===== src/rtl/pf_unpack_pkg.sv =====
// Shared constants, helpers and state encoding for the FIFO read-side unpacker.
package pf_unpack_pkg;

  typedef enum logic {
    IDLE   = 1'b0,
    ACTIVE = 1'b1
  } state_e;

  function automatic int unsigned clog2(input int unsigned n);
    int unsigned r;
    r = 0;
    for (int unsigned i = 0; i < 32; i++) begin
      if ((64'd1 << i) < 64'(n)) r = i + 1;
    end
    return r;
  endfunction

  // Counter width that never collapses to zero bits.
  function automatic int unsigned cwidth(input int unsigned n);
    return (clog2(n) == 0) ? 1 : clog2(n);
  endfunction

  function automatic int unsigned lanes(input int unsigned in_w, input int unsigned out_w);
    return in_w / out_w;
  endfunction

  function automatic bit cfg_ok(input int unsigned in_w, input int unsigned out_w,
                                input int unsigned line_beats);
    return (out_w != 0) && (in_w % out_w == 0) && (line_beats % lanes(in_w, out_w) == 0);
  endfunction

endpackage


===== src/rtl/pf_lane_sel.sv =====
// Holding register for one popped FIFO word, lane index and lane mux; decides pops and beat accepts.
module pf_lane_sel
  import pf_unpack_pkg::*;
#(
  parameter int unsigned IN_W      = 256,
  parameter int unsigned OUT_W     = 16,
  parameter int unsigned LSB_FIRST = 1
) (
  input  logic             rd_clk,
  input  logic             rd_rst,
  input  logic             active,
  input  logic             pop_ok,
  input  logic [IN_W-1:0]  fifo_rd_data,
  input  logic             fifo_rd_vld,
  input  logic             m_ready,
  output logic             pop_c,
  output logic             accept_c,
  output logic             hv,
  output logic [OUT_W-1:0] data_c
);

  localparam int unsigned R    = lanes(IN_W, OUT_W);
  localparam int unsigned LN_W = cwidth(R);
  localparam logic [LN_W-1:0] LN_LAST = LN_W'(R - 1);

  logic [IN_W-1:0] hold_q, hold_d;
  logic            hv_q, hv_d;
  logic [LN_W-1:0] ln_q, ln_d;
  logic [LN_W-1:0] sel;
  logic            last_lane;

  // A pop may land on the same edge as the last-lane accept, giving gapless words.
  always_comb begin
    hold_d    = hold_q;
    hv_d      = hv_q;
    ln_d      = ln_q;
    last_lane = (ln_q == LN_LAST);
    accept_c  = active & hv_q & m_ready;
    pop_c     = active & fifo_rd_vld & pop_ok & (~hv_q | (m_ready & last_lane));
    if (!active) begin
      hv_d = 1'b0;
      ln_d = '0;
    end else if (pop_c) begin
      hold_d = fifo_rd_data;
      hv_d   = 1'b1;
      ln_d   = '0;
    end else if (accept_c) begin
      if (last_lane) begin
        hv_d = 1'b0;
        ln_d = '0;
      end else begin
        ln_d = ln_q + LN_W'(1);
      end
    end
    sel    = (LSB_FIRST != 0) ? ln_q : (LN_LAST - ln_q);
    data_c = '0;
    for (int unsigned i = 0; i < R; i++) begin
      if (sel == LN_W'(i)) data_c = hold_q[i*OUT_W +: OUT_W];
    end
  end

  always_ff @(posedge rd_clk or posedge rd_rst) begin
    if (rd_rst) begin
      hold_q <= '0;
      hv_q   <= 1'b0;
      ln_q   <= '0;
    end else begin
      hold_q <= hold_d;
      hv_q   <= hv_d;
      ln_q   <= ln_d;
    end
  end

  assign hv = hv_q;

endmodule


===== src/rtl/pf_fifo_rd_unpack.sv =====
// Pops wide words from a show-ahead FIFO and emits them as framed OUT_W-bit beats with SOF/EOL.
module pf_fifo_rd_unpack
  import pf_unpack_pkg::*;
#(
  parameter int unsigned IN_W       = 256,
  parameter int unsigned OUT_W      = 16,
  parameter int unsigned LINE_BEATS = 1280,
  parameter int unsigned LINES      = 720,
  parameter int unsigned LSB_FIRST  = 1
) (
  input  logic             rd_clk,
  input  logic             rd_rst,
  input  logic             frame_start,
  input  logic [IN_W-1:0]  fifo_rd_data,
  input  logic             fifo_rd_vld,
  output logic             fifo_rd_en,
  output logic [OUT_W-1:0] m_data,
  output logic             m_valid,
  input  logic             m_ready,
  output logic             m_sof,
  output logic             m_eol,
  output logic             busy,
  output logic             frame_done,
  output logic [15:0]      stall_cnt
);

  localparam int unsigned R      = lanes(IN_W, OUT_W);
  localparam int unsigned WORDS  = (LINES * LINE_BEATS) / R;
  localparam int unsigned PIX_W  = cwidth(LINE_BEATS);
  localparam int unsigned LINE_W = cwidth(LINES);
  localparam int unsigned WRD_W  = cwidth(WORDS + 1);
  localparam int unsigned STL_W  = 16;
  localparam logic [PIX_W-1:0]  PIX_LAST  = PIX_W'(LINE_BEATS - 1);
  localparam logic [LINE_W-1:0] LINE_LAST = LINE_W'(LINES - 1);

  if (!cfg_ok(IN_W, OUT_W, LINE_BEATS)) begin : g_bad_cfg
    $error("pf_fifo_rd_unpack: IN_W must be a multiple of OUT_W and LINE_BEATS a multiple of IN_W/OUT_W");
  end

  state_e            state_q, state_d;
  logic [PIX_W-1:0]  pix_q, pix_d;
  logic [LINE_W-1:0] line_q, line_d;
  logic [WRD_W-1:0]  word_q, word_d;
  logic [STL_W-1:0]  stall_q, stall_d;
  logic              busy_q, busy_d;
  logic              done_q, done_d;
  logic              active, pop, accept, hv, last_word_taken, frame_end;
  logic [OUT_W-1:0]  lane_data;

  assign active          = (state_q == ACTIVE);
  assign last_word_taken = (word_q == WRD_W'(WORDS));

  pf_lane_sel #(
    .IN_W      (IN_W),
    .OUT_W     (OUT_W),
    .LSB_FIRST (LSB_FIRST)
  ) u_lane_sel (
    .rd_clk       (rd_clk),
    .rd_rst       (rd_rst),
    .active       (active),
    .pop_ok       (~last_word_taken),
    .fifo_rd_data (fifo_rd_data),
    .fifo_rd_vld  (fifo_rd_vld),
    .m_ready      (m_ready),
    .pop_c        (pop),
    .accept_c     (accept),
    .hv           (hv),
    .data_c       (lane_data)
  );

  // Stall counts only true starvation: downstream ready, nothing held, nothing arriving.
  always_comb begin
    state_d   = state_q;
    pix_d     = pix_q;
    line_d    = line_q;
    word_d    = word_q;
    stall_d   = stall_q;
    busy_d    = busy_q;
    done_d    = 1'b0;
    frame_end = accept & (pix_q == PIX_LAST) & (line_q == LINE_LAST);
    case (state_q)
      IDLE: begin
        if (frame_start) begin
          state_d = ACTIVE;
          pix_d   = '0;
          line_d  = '0;
          word_d  = '0;
          stall_d = '0;
          busy_d  = 1'b1;
        end
      end
      ACTIVE: begin
        if (pop) word_d = word_q + WRD_W'(1);
        if (accept) begin
          if (pix_q == PIX_LAST) begin
            pix_d  = '0;
            line_d = (line_q == LINE_LAST) ? '0 : (line_q + LINE_W'(1));
          end else begin
            pix_d = pix_q + PIX_W'(1);
          end
        end
        if (m_ready && !hv && !pop && (stall_q != {STL_W{1'b1}})) stall_d = stall_q + STL_W'(1);
        if (frame_end) begin
          state_d = IDLE;
          busy_d  = 1'b0;
          done_d  = 1'b1;
        end
      end
      default: state_d = IDLE;
    endcase
  end

  always_ff @(posedge rd_clk or posedge rd_rst) begin
    if (rd_rst) begin
      state_q <= IDLE;
      pix_q   <= '0;
      line_q  <= '0;
      word_q  <= '0;
      stall_q <= '0;
      busy_q  <= 1'b0;
      done_q  <= 1'b0;
    end else begin
      state_q <= state_d;
      pix_q   <= pix_d;
      line_q  <= line_d;
      word_q  <= word_d;
      stall_q <= stall_d;
      busy_q  <= busy_d;
      done_q  <= done_d;
    end
  end

  assign fifo_rd_en = pop;
  assign m_valid    = hv;
  assign m_data     = lane_data;
  assign m_sof      = hv & (pix_q == '0) & (line_q == '0);
  assign m_eol      = hv & (pix_q == PIX_LAST);
  assign busy       = busy_q;
  assign frame_done = done_q;
  assign stall_cnt  = stall_q;

endmodule


===== config.mk =====
export PLATFORM = sky130hd
export DESIGN_NAME = pf_fifo_rd_unpack
export DESIGN_NICKNAME = d
export VERILOG_FILES = /design/src/rtl/pf_unpack_pkg.sv /design/src/rtl/pf_lane_sel.sv /design/src/rtl/pf_fifo_rd_unpack.sv
export SDC_FILE = /design/constraint.sdc
export NUM_CORES = 1
export LEC_CHECK = 0
export CORE_AREA = 4 4 182 167
export DETAILED_ROUTE_END_ITERATION = 6
export DIE_AREA = 0 0 186 171
export GPL_ROUTABILITY_DRIVEN = 0
export GPL_TIMING_DRIVEN = 0
export PLACE_DENSITY = 0.83
export SKIP_CTS_REPAIR_TIMING = 1
export SYNTH_ARGS = -nofsm -noshare
export SYNTH_HDL_FRONTEND = slang
export SYNTH_SLANG_ARGS = --single-unit

===== constraint.sdc =====
create_clock -name rd_clk -period 17.1 [get_ports rd_clk]
set_clock_uncertainty 0.2 [all_clocks]
set_input_delay 2.565 -clock rd_clk [delete_from_list [all_inputs] [get_ports rd_clk]]
set_output_delay 2.565 -clock rd_clk [all_outputs]
set_load 0.02 [all_outputs]

### Word level (Yosys, flattened, before mapping)

Index checks and enable logic that the tools add are counted.

* bits in registers: 317
* input bits: 261
* output and inout bits: 38

* $add $sub $neg: 5
* bitwise logic cells: 15
* reduce and logical (&&, ||, !) cells: 15
* mux-type cells: 46
* equal/unequal tests: 27

Operator list (number)
* 2-to-1 mux 16 bit: 19
* one-hot mux 16 bit (2 select lines): 2
* 2-to-1 mux 10 bit: 4
* 2-to-1 mux 11 bit: 3
* adder 16 x 1 -> 16 bit, second input constant: 2
* equality test 4 bit, second input constant: 8
* one-hot mux 11 bit (2 select lines): 1
* one-hot mux 10 bit (2 select lines): 1
* equality test 16 bit, second input constant: 1
* equality test 4 x 3 -> 1 bit, second input constant: 4
* 2-to-1 mux 4 bit: 4
* != test 16 bit, second input constant: 1
* AND reduction 2 bit: 6
* adder 11 x 1 -> 11 bit, second input constant: 1
* bitwise AND 1 bit: 11
* equality test 11 bit, second input constant: 1
* logical NOT 11 bit: 1
* adder 10 x 1 -> 10 bit, second input constant: 1
* equality test 10 bit, second input constant: 1
* logical NOT 10 bit: 1
* 2-to-1 mux 1 bit: 10
* != test 2 x 1 -> 1 bit, second input constant: 5
* equality test 4 x 2 -> 1 bit, second input constant: 2
* != test 3 x 1 -> 1 bit, second input constant: 2
* 10 further kinds: 16

### Logic depth before layout (Yosys ltp)

* depth after elaboration: 17
* mapped depth: 10

### Hierarchy

From an unflattened synthesis, not the netlist that was laid out.

* cell total of the unflattened synthesis: 1351
* area total of the unflattened synthesis: 15497.4 um2

By module, submodules not included
* pf_lane_sel: cells an instance 1002, area each 12400.6 um2, instances 1, sequential area each 6531.3 um2
* pf_fifo_rd_unpack: cells an instance 349, area each 3096.7 um2, instances 1, sequential area each 1401.3 um2

### Worst setup path after synthesis

No wires, ideal clock.

* path type: input to output
* from: in fifo_rd_vld
* to: out fifo_rd_en
* path slack: 10.664 ns
* arrival: 3.671 ns
* cell stages on the path: 6
* cells stage by stage: nand2_1 > a41oi_2 > nand2_1 > inv_2 > clkbuf_1 > buf_2

* longest elaborated chain between the ends: 3

RTL lines
* start, declared: RTL line pf_fifo_rd_unpack.sv:15 `input logic fifo_rd_vld,`
* bitwise AND 1 bit (3 in a row): RTL line pf_lane_sel.sv:39 `pop_c = active & fifo_rd_vld & pop_ok & (~hv_q | (m_ready & last_lane));`
* end, declared: RTL line pf_fifo_rd_unpack.sv:16 `output logic fifo_rd_en,`

No other way between the ends.

### Worst setup path in the final report

* from: in m_ready
* to: out fifo_rd_en

* longest elaborated chain between the ends: 3

RTL lines
* start, declared: RTL line pf_fifo_rd_unpack.sv:19 `input logic m_ready,`
* bitwise AND 1 bit: RTL line pf_lane_sel.sv:39
* bitwise OR 1 bit: RTL line pf_lane_sel.sv:39
* bitwise AND 1 bit: RTL line pf_lane_sel.sv:39

No other way between the ends.

==> out/metrics.yaml <==
outcome: "finished clean"
r2r_cells: 9
routed-wl-met2_mm: 24.00
dr_wl_met3_mm: 6.708
min_delay_path_depth: 2
wl_mm: 53.74
rsz0062_at_grt: "false"
ir_drop_v: 0.0001376
worstSetupPathType: "input port to primary output"
drtIter0Drc: 2154
yosysSeqAreaShare: 0.5122
areaGrowthSynthToFinish_pct: 29.57
ios: 299
synth-seq-cells: 317
die_h_um: 171
dieWidth_um: 186
async_reset_ff_frac: 1.000
max-cap-violations: 0
synth_edf_count: 0
nNetsFinal: 2493
timing.fmax_mhz: 116.4
internal-power_w: 0.002034
postSynthAreaPerCell_um2: 8.217
slew_headroom: 0.4284
start_util: 0.5436
dpl.cell_count: 2551
power_density_mw_per_mm2: 175.3
antenna_found_initial: 0
critPathBufInv: 5
cts_buffers: 34
routed-via-count: 15501
syn_area_mm2: 0.01549
firstDrtPassIters: 7
topRoutingLayerUsed: "met4"
rows: 59
n_antenna_cell: 0
postLayoutSetupSlackWorst_ps: 8506
cp_slowest_cell: "clkbuf_1"
clockBufferDepth: 3
final_cell_mix: "761 x nand2_1, 317 x dfrtp_1, 298 x clkdlybuf4s50_1, 94 x o21ai_0, 86 x clkbuf_1"
cts-root-buf: "clkbuf_16"
clkLatencyLatePin_ps: 520
cp_cell_sequence: "clkdlybuf4s50_1 -> nand2_1 -> o21ai_2 -> nand2_1 -> inv_2 -> clkbuf_1 -> buf_2 -> clkdlybuf4s50_1"
cp.depth: 8
min_period_ps: 8594
comb_power_share: 0.434
drive_gt1_frac: 0.04904
via_per_inst: 5.941
pwr-share-clk: 0.206
htreeDepth: 2
tightest_slew_ps: 857.3
cp_max_fo: 10
final_common_cell: "nand2_1"
grt_max_degree: 128
finalHoldViolCount: 0
synthCells: 1885
synth_nets: 2157
seqPwrFrac: 0.360
worstPathArrival_ps: 5830
p_sw_frac: 0.4217
yosysUniqueCellTypes: 62
synth_ff_type: "dfrtp_1"
cts_sinks: 317
critPathTopFamily: "buffers and inverters"
cts_tree: "yes"
wl_met1_mm: 20.37
clk_pin_slew_ps: 60
final_cells: 2609
yosys.area.top_type: "dfrtp_1"
coreArea_mm2: 0.02849
port_buffers: 298
track_usage: 0.3277
wl_per_cell_um: 20.60
fillers: 2142
die_area_mm2: 0.03181
slew_viol_final: 0
holdWs_ps: 276.5
gr-total-overflow: 0
synth_warnings: 0
power.switching_w: 0.001484
fin_crit_sh: 0.5026
hold_class: "flip-flop to flip-flop"
report.final.setup_viol: 0
hpwl_mm: 40.25
crit_required_ps: 14340
synth_top_cell_area_share: 0.5122
tns_ps: 0
crit_path_max_incr_delay_ps: 680
place_ws_ps: 8658
drtAntennaViolNets: 0
synthTopCellsByArea: "dfrtp_1 51%, nand2_1 18%, o21ai_0 3.0%"
grt_pass1_vias: 14941
grt_pass1_wl_mm: 81.09
crit_path_start_kind: "input port"
leakage_nw: 9.171
end_kind: "primary output"
drc: 0
[area by class of cell]
class | instances | area (um^2) | share of cell area
sequential | 317 | 7933 | 0.3953
multi-input combinational | 1378 | 6790 | 0.3384
timing repair buffer | 300 | 3038 | 0.1514
clock buffer | 47 | 960.9 | 0.04788
buffer | 123 | 514.2 | 0.02563
tap | 366 | 457.9 | 0.02282
inverter | 67 | 259.0 | 0.01291
clock inverter | 11 | 115.1 | 0.005736
[power groups by stage]
stage                     clock [W]  combinational (W)  sequential [W]
final                      0.000724            0.00153         0.00127
after global routing       0.000757            0.00165         0.00129
after CTS                  0.000724            0.00148         0.00125
after detailed placement          0            0.00147         0.00126
after global placement            0            0.00143         0.00125
after floorplan                   0           0.000913         0.00120
[tightest hold or removal path, stage by stage (launching register included)]
cell	delay [ps]
dfrtp_1	340
nand2_1	50
nand2_1	60
[synthesized netlist by cell type, types with 24 or more instances]
library cell and number:
clkbuf_1 78, o21ai_0 94, nor3_1 25, nand2_1 761, dfrtp_1 317, nand3_1 26, inv_1 65, nor2b_1 24
a221oi_1 45, buf_2 42, nor2_1 71, a21oi_1 84
[worst paths after layout]
check | from | endpoint | slack [ps]
worst max-delay path | m_ready | fifo_rd_en | 8510
worst min-delay path | u_lane_sel.hold_q[104] | u_lane_sel.hold_q[104] | 280
worst max register to register | u_lane_sel.ln_q[0] | u_lane_sel.hold_q[44] | 13280
worst min register to register | u_lane_sel.hold_q[104] | u_lane_sel.hold_q[104] | 280
max in group asynchronous | rd_rst | u_lane_sel.hold_q[251] | 13240
min in group asynchronous | rd_rst | u_lane_sel.hold_q[160] | 2390
[stage by stage]
step	util	area, um^2	total power, W
3_3_place_gp	0.6643	18930	0.002679
6_report	0.7043	20070	0.003518
3_5_place_dp	0.6665	18990	0.002724
4_1_cts	0.7043	20070	0.003462
2_1_floorplan	-	15490	0.002110
5_1_grt	0.7043	20070	0.003695
[cells by family after synthesis]
group | Yosys count | synth area share
and+or+nand+nor | 999 | 0.2701
AOI/OAI and AO/OA | 342 | 0.1443
DFF | 317 | 0.5122
buffers and inverters | 190 | 0.04944
xor gates and xnor gates | 20 | 0.01131
adders and majority gates | 11 | 0.008886
muxes | 6 | 0.003878
[sequential cells by signal (all words and copies together) (netlist names)]
signal             flops
active                 1
busy                   1
frame_done             1
line_q                10
pix_q                 11
stall_cnt             16
u_lane_sel.hold_q    256
u_lane_sel.hv          1
u_lane_sel.ln_q        4
word_q                16
[per-layer routing]
| metal | track usage | up-vias |
|---|---|---|
| met5 | 0 | - |
| met3 | 0.09162 | 185 |
| met1 | 0.4386 | 7315 |
| li1 | - | 6968 |
| met4 | 0.1343 | 0 |
| met2 | 0.5081 | 1033 |
Power figures use the tool's default switching activity.
